### config.mk
export PLATFORM = sky130hd
export DESIGN_NAME = uart_rx_framer
export DESIGN_NICKNAME = d
export VERILOG_FILES = /design/src/rtl/uart_rx_framer.sv
export SDC_FILE = /design/constraint.sdc
export NUM_CORES = 1
export LEC_CHECK = 0
export ABC_AREA = 1
export BUFFER_PORTS_ARGS = -buffer_cell sky130_fd_sc_hd__buf_2
export CAP_MARGIN = 25
export CORE_MARGIN = 8
export CORE_UTILIZATION = 60
export DETAILED_ROUTE_END_ITERATION = 10
export PLACE_DENSITY = 0.92
export SETUP_SLACK_MARGIN = 0.5
export SLEW_MARGIN = 5
export SYNTH_ARGS = -nofsm -noshare
export SYNTH_HDL_FRONTEND = slang
export SYNTH_SLANG_ARGS = --single-unit
### constraint.sdc
create_clock -name i_Clk -period 4.05 [get_ports i_Clk]
set_input_delay 1.215 -clock i_Clk [delete_from_list [all_inputs] [get_ports i_Clk]]
set_output_delay 1.215 -clock i_Clk [all_outputs]
set_load 0.005 [all_outputs]
### src/rtl/uart_rx_framer.sv
// uart_rx_framer: 8N1 UART byte receiver with input synchroniser,
// start-bit glitch rejection and framing-error detection.
module uart_rx_framer #(
  parameter int unsigned CLKS_PER_BIT = 107
) (
  input  logic       i_Clk,
  input  logic       i_Reset,
  input  logic       i_RX_Serial,
  output logic       o_RX_DV,
  output logic [7:0] o_RX_Byte,
  output logic       o_Frame_Err,
  output logic       o_Busy
);

  localparam int unsigned CNT_W = (CLKS_PER_BIT > 1) ? $clog2(CLKS_PER_BIT) : 1;
  localparam logic [CNT_W-1:0] HALF_CNT = CNT_W'((CLKS_PER_BIT - 1) / 2);
  localparam logic [CNT_W-1:0] FULL_CNT = CNT_W'(CLKS_PER_BIT - 1);

  typedef enum logic [2:0] {
    S_IDLE,
    S_START,
    S_DATA,
    S_STOP,
    S_CLEANUP,
    S_BREAK_WAIT
  } state_t;

  state_t           state, state_nxt;
  logic [CNT_W-1:0] cnt, cnt_nxt;
  logic [2:0]       bit_idx, bit_idx_nxt;
  logic [7:0]       shift, shift_nxt;
  logic [7:0]       byte_nxt;
  logic             dv_nxt;
  logic             err_nxt;
  logic             rx_meta;
  logic             rx_s;

  // Two-flop synchroniser; both stages reset to the idle-high line level.
  always_ff @(posedge i_Clk or posedge i_Reset) begin
    if (i_Reset) begin
      rx_meta <= 1'b1;
      rx_s    <= 1'b1;
    end else begin
      rx_meta <= i_RX_Serial;
      rx_s    <= rx_meta;
    end
  end

  // State, counters, shift register and registered outputs.
  always_ff @(posedge i_Clk or posedge i_Reset) begin
    if (i_Reset) begin
      state       <= S_IDLE;
      cnt         <= '0;
      bit_idx     <= 3'd0;
      shift       <= 8'h00;
      o_RX_Byte   <= 8'h00;
      o_RX_DV     <= 1'b0;
      o_Frame_Err <= 1'b0;
      o_Busy      <= 1'b0;
    end else begin
      state       <= state_nxt;
      cnt         <= cnt_nxt;
      bit_idx     <= bit_idx_nxt;
      shift       <= shift_nxt;
      o_RX_Byte   <= byte_nxt;
      o_RX_DV     <= dv_nxt;
      o_Frame_Err <= err_nxt;
      o_Busy      <= (state_nxt != S_IDLE);
    end
  end

  // Next-state, bit timing and strobe decode.
  always_comb begin
    state_nxt   = state;
    cnt_nxt     = cnt;
    bit_idx_nxt = bit_idx;
    shift_nxt   = shift;
    byte_nxt    = o_RX_Byte;
    dv_nxt      = 1'b0;
    err_nxt     = 1'b0;

    case (state)
      S_IDLE: begin
        cnt_nxt     = '0;
        bit_idx_nxt = 3'd0;
        if (!rx_s) state_nxt = S_START;
      end

      S_START: begin
        if (cnt == HALF_CNT) begin
          cnt_nxt   = '0;
          // Line back high at mid start bit: treat as a glitch, silently.
          state_nxt = rx_s ? S_IDLE : S_DATA;
        end else begin
          cnt_nxt = cnt + CNT_W'(1);
        end
      end

      S_DATA: begin
        if (cnt == FULL_CNT) begin
          cnt_nxt            = '0;
          shift_nxt[bit_idx] = rx_s;
          if (bit_idx == 3'd7) begin
            bit_idx_nxt = 3'd0;
            state_nxt   = S_STOP;
          end else begin
            bit_idx_nxt = bit_idx + 3'd1;
          end
        end else begin
          cnt_nxt = cnt + CNT_W'(1);
        end
      end

      S_STOP: begin
        if (cnt == FULL_CNT) begin
          cnt_nxt = '0;
          if (rx_s) begin
            byte_nxt  = shift;
            dv_nxt    = 1'b1;
            state_nxt = S_CLEANUP;
          end else begin
            err_nxt   = 1'b1;
            state_nxt = S_BREAK_WAIT;
          end
        end else begin
          cnt_nxt = cnt + CNT_W'(1);
        end
      end

      S_CLEANUP: state_nxt = S_IDLE;

      // Hold off until the line returns high so a break cannot re-trigger.
      S_BREAK_WAIT: if (rx_s) state_nxt = S_IDLE;

      default: state_nxt = S_IDLE;
    endcase
  end

endmodule

# Yosys cells after proc, flatten, opt, wreduce, memory -nomap -nowiden
# Cells that the tools add are included.
[word_totals] elab_cells=55 output_inout_bits=11 regBits=34 ramBits=0 latch_bits=0 n_memories=0 rom_bits=0 inputBits=3
[op_classes] n_bitwise=0 n_mux=24 addsub=2 n_reduce_logical=9 div=0 n_shift=0 n_lt_le_gt_ge=2 multipliers=0 eq_ne=8
[op_table] cell="2-to-1 mux 3 bit" count=8
[op_table] cell="case mux 7 bit (3 select lines)" count=1
[op_table] cell="case mux 3 bit (5 select lines)" count=1
[op_table] cell="2-to-1 mux 7 bit" count=2
[op_table] cell="bitwise mux 8 bit" count=1
[op_table] cell="2-to-1 mux 1 bit" count=8
[op_table] cell="adder 7 x 1 -> 7 bit (second input constant)" count=1
[op_table] cell="equality test 7 x 6 -> 1 bit (second input constant)" count=1
[op_table] cell="equality test 7 bit (second input constant)" count=1
[op_table] cell="equality test 3 x 2 -> 1 bit (second input constant)" count=2
[op_table] cell="equality test 3 bit (second input constant)" count=2
[op_table] cell="case mux 3 bit (2 select lines)" count=1
[op_table] cell="nonzero test 3 bit" count=2
[op_table] cell="less-than comparator 3 x 4 -> 1 bit (second input constant)" count=1
[op_table] cell="AND reduction 2 bit" count=2
[op_table] cell="adder 3 x 1 -> 3 bit (second input constant)" count=1
[op_table] cell="demux 1 bit (select 3 bit)" count=1
[op_table] cell="equality test 3 x 1 -> 1 bit (second input constant)" count=1
[op_table] cell=">= comparator 3 x 1 -> 1 bit (second input constant)" count=1
[op_table] cell="logical NOT 3 bit" count=1
[op_table] cell="AND reduction 3 bit" count=1
[op_table] cell="2-to-1 mux 2 bit" count=1
[op_table] cell="!= test 2 bit (second input constant)" count=1
[op_table] cell="nonzero test 2 bit" count=1
[op_table] cell="other kinds (2)" count=2

# Logic depth before layout (Yosys ltp)
[logic_depth] ltp_word=5 ltp_mapped=11 ltp_nobuf=11

# Worst setup path after synthesis
# No wires, ideal clock.
[synth_path] path_type="register -> output" from="reg o_RX_Byte[0]" to="out o_RX_Byte[0]" path_stages_with_launch=1 t_required_ps=2835 arrival_time_ps=360 path_buffers=0 slack_ps=2475 cell_sequence="dfrtp_1"
[synth_lines] element="start, declared" line="10" rtl="output logic [7:0] o_RX_Byte,"
[synth_lines] element="start signal, assigned" line="65" rtl="o_RX_Byte <= byte_nxt;"
# No word-level cell between the ends.

# Final worst setup path
[layout_path] from="reg o_RX_Byte[3]" to="out o_RX_Byte[3]"
# No word-level cell between the ends.

==> impl_metrics.env <==
export IMPL_status="finished, final reports clean"
export IMPL_synth_edf_count=0
export IMPL_timing_fmax_mhz=478.9
export IMPL_ir_drop_mv=0.3924
export IMPL_stdcell_count=246
export IMPL_period_share=0.5156
export IMPL_cts_made_buffers=5
export IMPL_cpLargestDelayFamily="flip-flops"
export IMPL_fin_tns_setup_ns=0
export IMPL_layout_drive_gt1_share=0.1953
export IMPL_period_minus_slack_ns=2.088
export IMPL_final_max_slew_viol_count=0
export IMPL_hold_class="reg2reg"
export IMPL_core_area_sq_um=2710
export IMPL_wire_per_inst_um=12.81
export IMPL_dieArea_sq_um=4758
export IMPL_whs_ns=0.3584
export IMPL_num_rows=19
export IMPL_crit_chain="buf_2"
export IMPL_rr_startpoint="cnt[0]"
export IMPL_cp_num_cells=1
export IMPL_worst_pin_slew_ns=0.4086
export IMPL_crit_path_start_kind="flop"
export IMPL_die_y_um=68.98
export IMPL_relSlewSlack=0.7276
export IMPL_yosysUniqueCellTypes=24
export IMPL_seq_area_sq_um=853.3
export IMPL_synth_cells=197
export IMPL_hold_viol_final=0
export IMPL_synthFlopType="dfrtp_1"
export IMPL_cts_tree="done"
export IMPL_antenna_found_initial=0
export IMPL_cts_root_buf="clkbuf_4"
export IMPL_yosys_area_top_type_share=0.4755
export IMPL_route_vias_total=1321
export IMPL_die_width_um=68.98
export IMPL_drt_pass1_iterations=4
export IMPL_crit_slowest_cell="dfrtp_1"
export IMPL_synth_seq_cells=34
export IMPL_path_clk_slew_ns=0.10
export IMPL_first_iter_violations=87
export IMPL_multiInputGateArea_sq_um=698.2
export IMPL_wl_um=3152
export IMPL_synth_area_leaders="dfrtp_1, nand2_1, nand3_1"
export IMPL_synth_nets=205
export IMPL_initial_utilization=0.6214
export IMPL_grt_setup_unrepaired="false"
export IMPL_p_leak_nw=1.045
export IMPL_synth_most_common_cell="nand2_1"
export IMPL_fillers=215
export IMPL_clockBufferDepth=2
export IMPL_setup_violations=0
export IMPL_track_usage=0.1543
export IMPL_async_flop_share=1.000
export IMPL_grt_overflow_total=0
export IMPL_hold_buffers=0
export IMPL_crit_fanout=2
export IMPL_drc=0
export IMPL_worst_r2r_cell_count=8
export IMPL_end_kind="output pin"
export IMPL_holdPathStages=0
export IMPL_h_tree_depth=2
export IMPL_ios=14
export IMPL_grt_pass1_vias=1263
export IMPL_worst_path_buf_inv=1
export IMPL_syn_to_final_growth_pct=9.881
export IMPL_required_ns=2.83
export IMPL_ys_warn_count=0
export IMPL_yosys_top_cells_count="nand2_1, dfrtp_1, nand3_1"
export IMPL_fin_skew_ns=0.01281
export IMPL_synth_avg_cell_area_sq_um=8.549
export IMPL_cts_resized=0
export IMPL_cts_sinks=34
export IMPL_cts_setup_buffers=0
export IMPL_place_port_buffers=13
export IMPL_antennaDiodeCount=0
export IMPL_dp_cells=239
export IMPL_slowest_delay_ns=0.40
export IMPL_arrival_ns=0.87
export IMPL_drtAntennaViolNets=0
export IMPL_r2r_end="o_RX_Byte[3]"
export IMPL_hp_start="rx_meta"
export IMPL_criticalPathCategory="reg2out"
export IMPL_grt_pass1_wl_um=5499
export IMPL_yosysTopAreaCell="dfrtp_1"
export IMPL_grt_max_degree=35
export IMPL_vias_per_cell=5.370
export IMPL_synth_yosys_seq_area_share=0.5067
export IMPL_max_cap_violations=0
export IMPL_place_hpwl_um=2286
export IMPL_synth_area_sq_um=1684
export IMPL_clkLatencyLatePin_ns=0.34
export IMPL_gp_routability_congestion=0.8738
export IMPL_reg2reg_slack_ns=2.43
export IMPL_final_nets=223
export IMPL_powerDensity_nw_per_um2=326.8
export IMPL_whs_endpoint="rx_s"
## cells by family after synthesis
kind of cell	synth area share
AOI/OAI and AO/OA	0.07207
xor gates and xnor gates	0.02080
adders and majority gates	0.03715
buffers and inverters	0.07875
DFF	0.5067
and+or+nand+nor	0.2845
## per-layer routing
metal / vias to the layer above / part of all wire / global-route usage
met5: - / 0 / 0
met4: 0 / 0.023 / 0.08271
met3: 9 / 0.058 / 0.05654
met2: 35 / 0.46 / 0.2405
met1: 616 / 0.46 / 0.1814
li1: 661 / - / -
## worst max path at each step
stage                       from  slack (ns)      endpoint
floorplan                i_Reset        2.09    bit_idx[0]
global placement    o_RX_Byte[7]        2.36  o_RX_Byte[7]
detailed placement  o_RX_Byte[6]        2.35  o_RX_Byte[6]
CTS                 o_RX_Byte[3]        1.97  o_RX_Byte[3]
global route        o_RX_Byte[3]        1.92  o_RX_Byte[3]
finish              o_RX_Byte[3]        1.96  o_RX_Byte[3]
## final cells by class
type,count,share of cell area
inverters,27,0.05747
clock buffers,6,0.02772
clock inverters,1,0.01623
repair buffers,14,0.03922
flip-flops and latches,34,0.4611
well taps,31,0.02096
multi-input cells,133,0.3773
## cell usage in the layout (no fill, tap or decap), types with 2 or more instances in the layout
cell      count
nor2_2        4
inv_2         5
clkbuf_4      5
dfstp_2       2
nor2_1       16
nand2_2       2
buf_2        13
ha_1          5
o21ai_1      12
dfrtp_1      32
inv_4         2
o22ai_1       2
nand3_1      22
nand2_1      50
nor2_8        2
inv_1        20
o21ai_0       8
xor2_1        4
## registers in the layout (all words and copies together) (netlist names)
name	count
shift	8
state	3
o_RX_DV	1
rx_s	1
o_Busy	1
rx_meta	1
cnt	7
o_RX_Byte	8
bit_idx	3
o_Frame_Err	1
## per-stage QoR
stage               setup WS, ns   power, W  utilization  area, sq um
finish                     1.962  0.0006048       0.6828         1851
global route               1.919  0.0006248       0.6828         1851
CTS                        1.968  0.0006106       0.6828         1851
detailed placement         2.350  0.0003604       0.6528         1769
global placement           2.365  0.0003600       0.6528         1769
floorplan                  2.091  0.0003560            -         1684
## report_power, final
part | switching (W) | total, W | internal (W)
logic | 0.00000921 | 0.0000109 | 0.00000168
registers | 0.00000125 | 0.000342 | 0.000341
clock network | 0.000108 | 0.000252 | 0.000144
total | 0.000118 | 0.000605 | 0.000486
No activity file was read; power rests on OpenSTA's default activity.
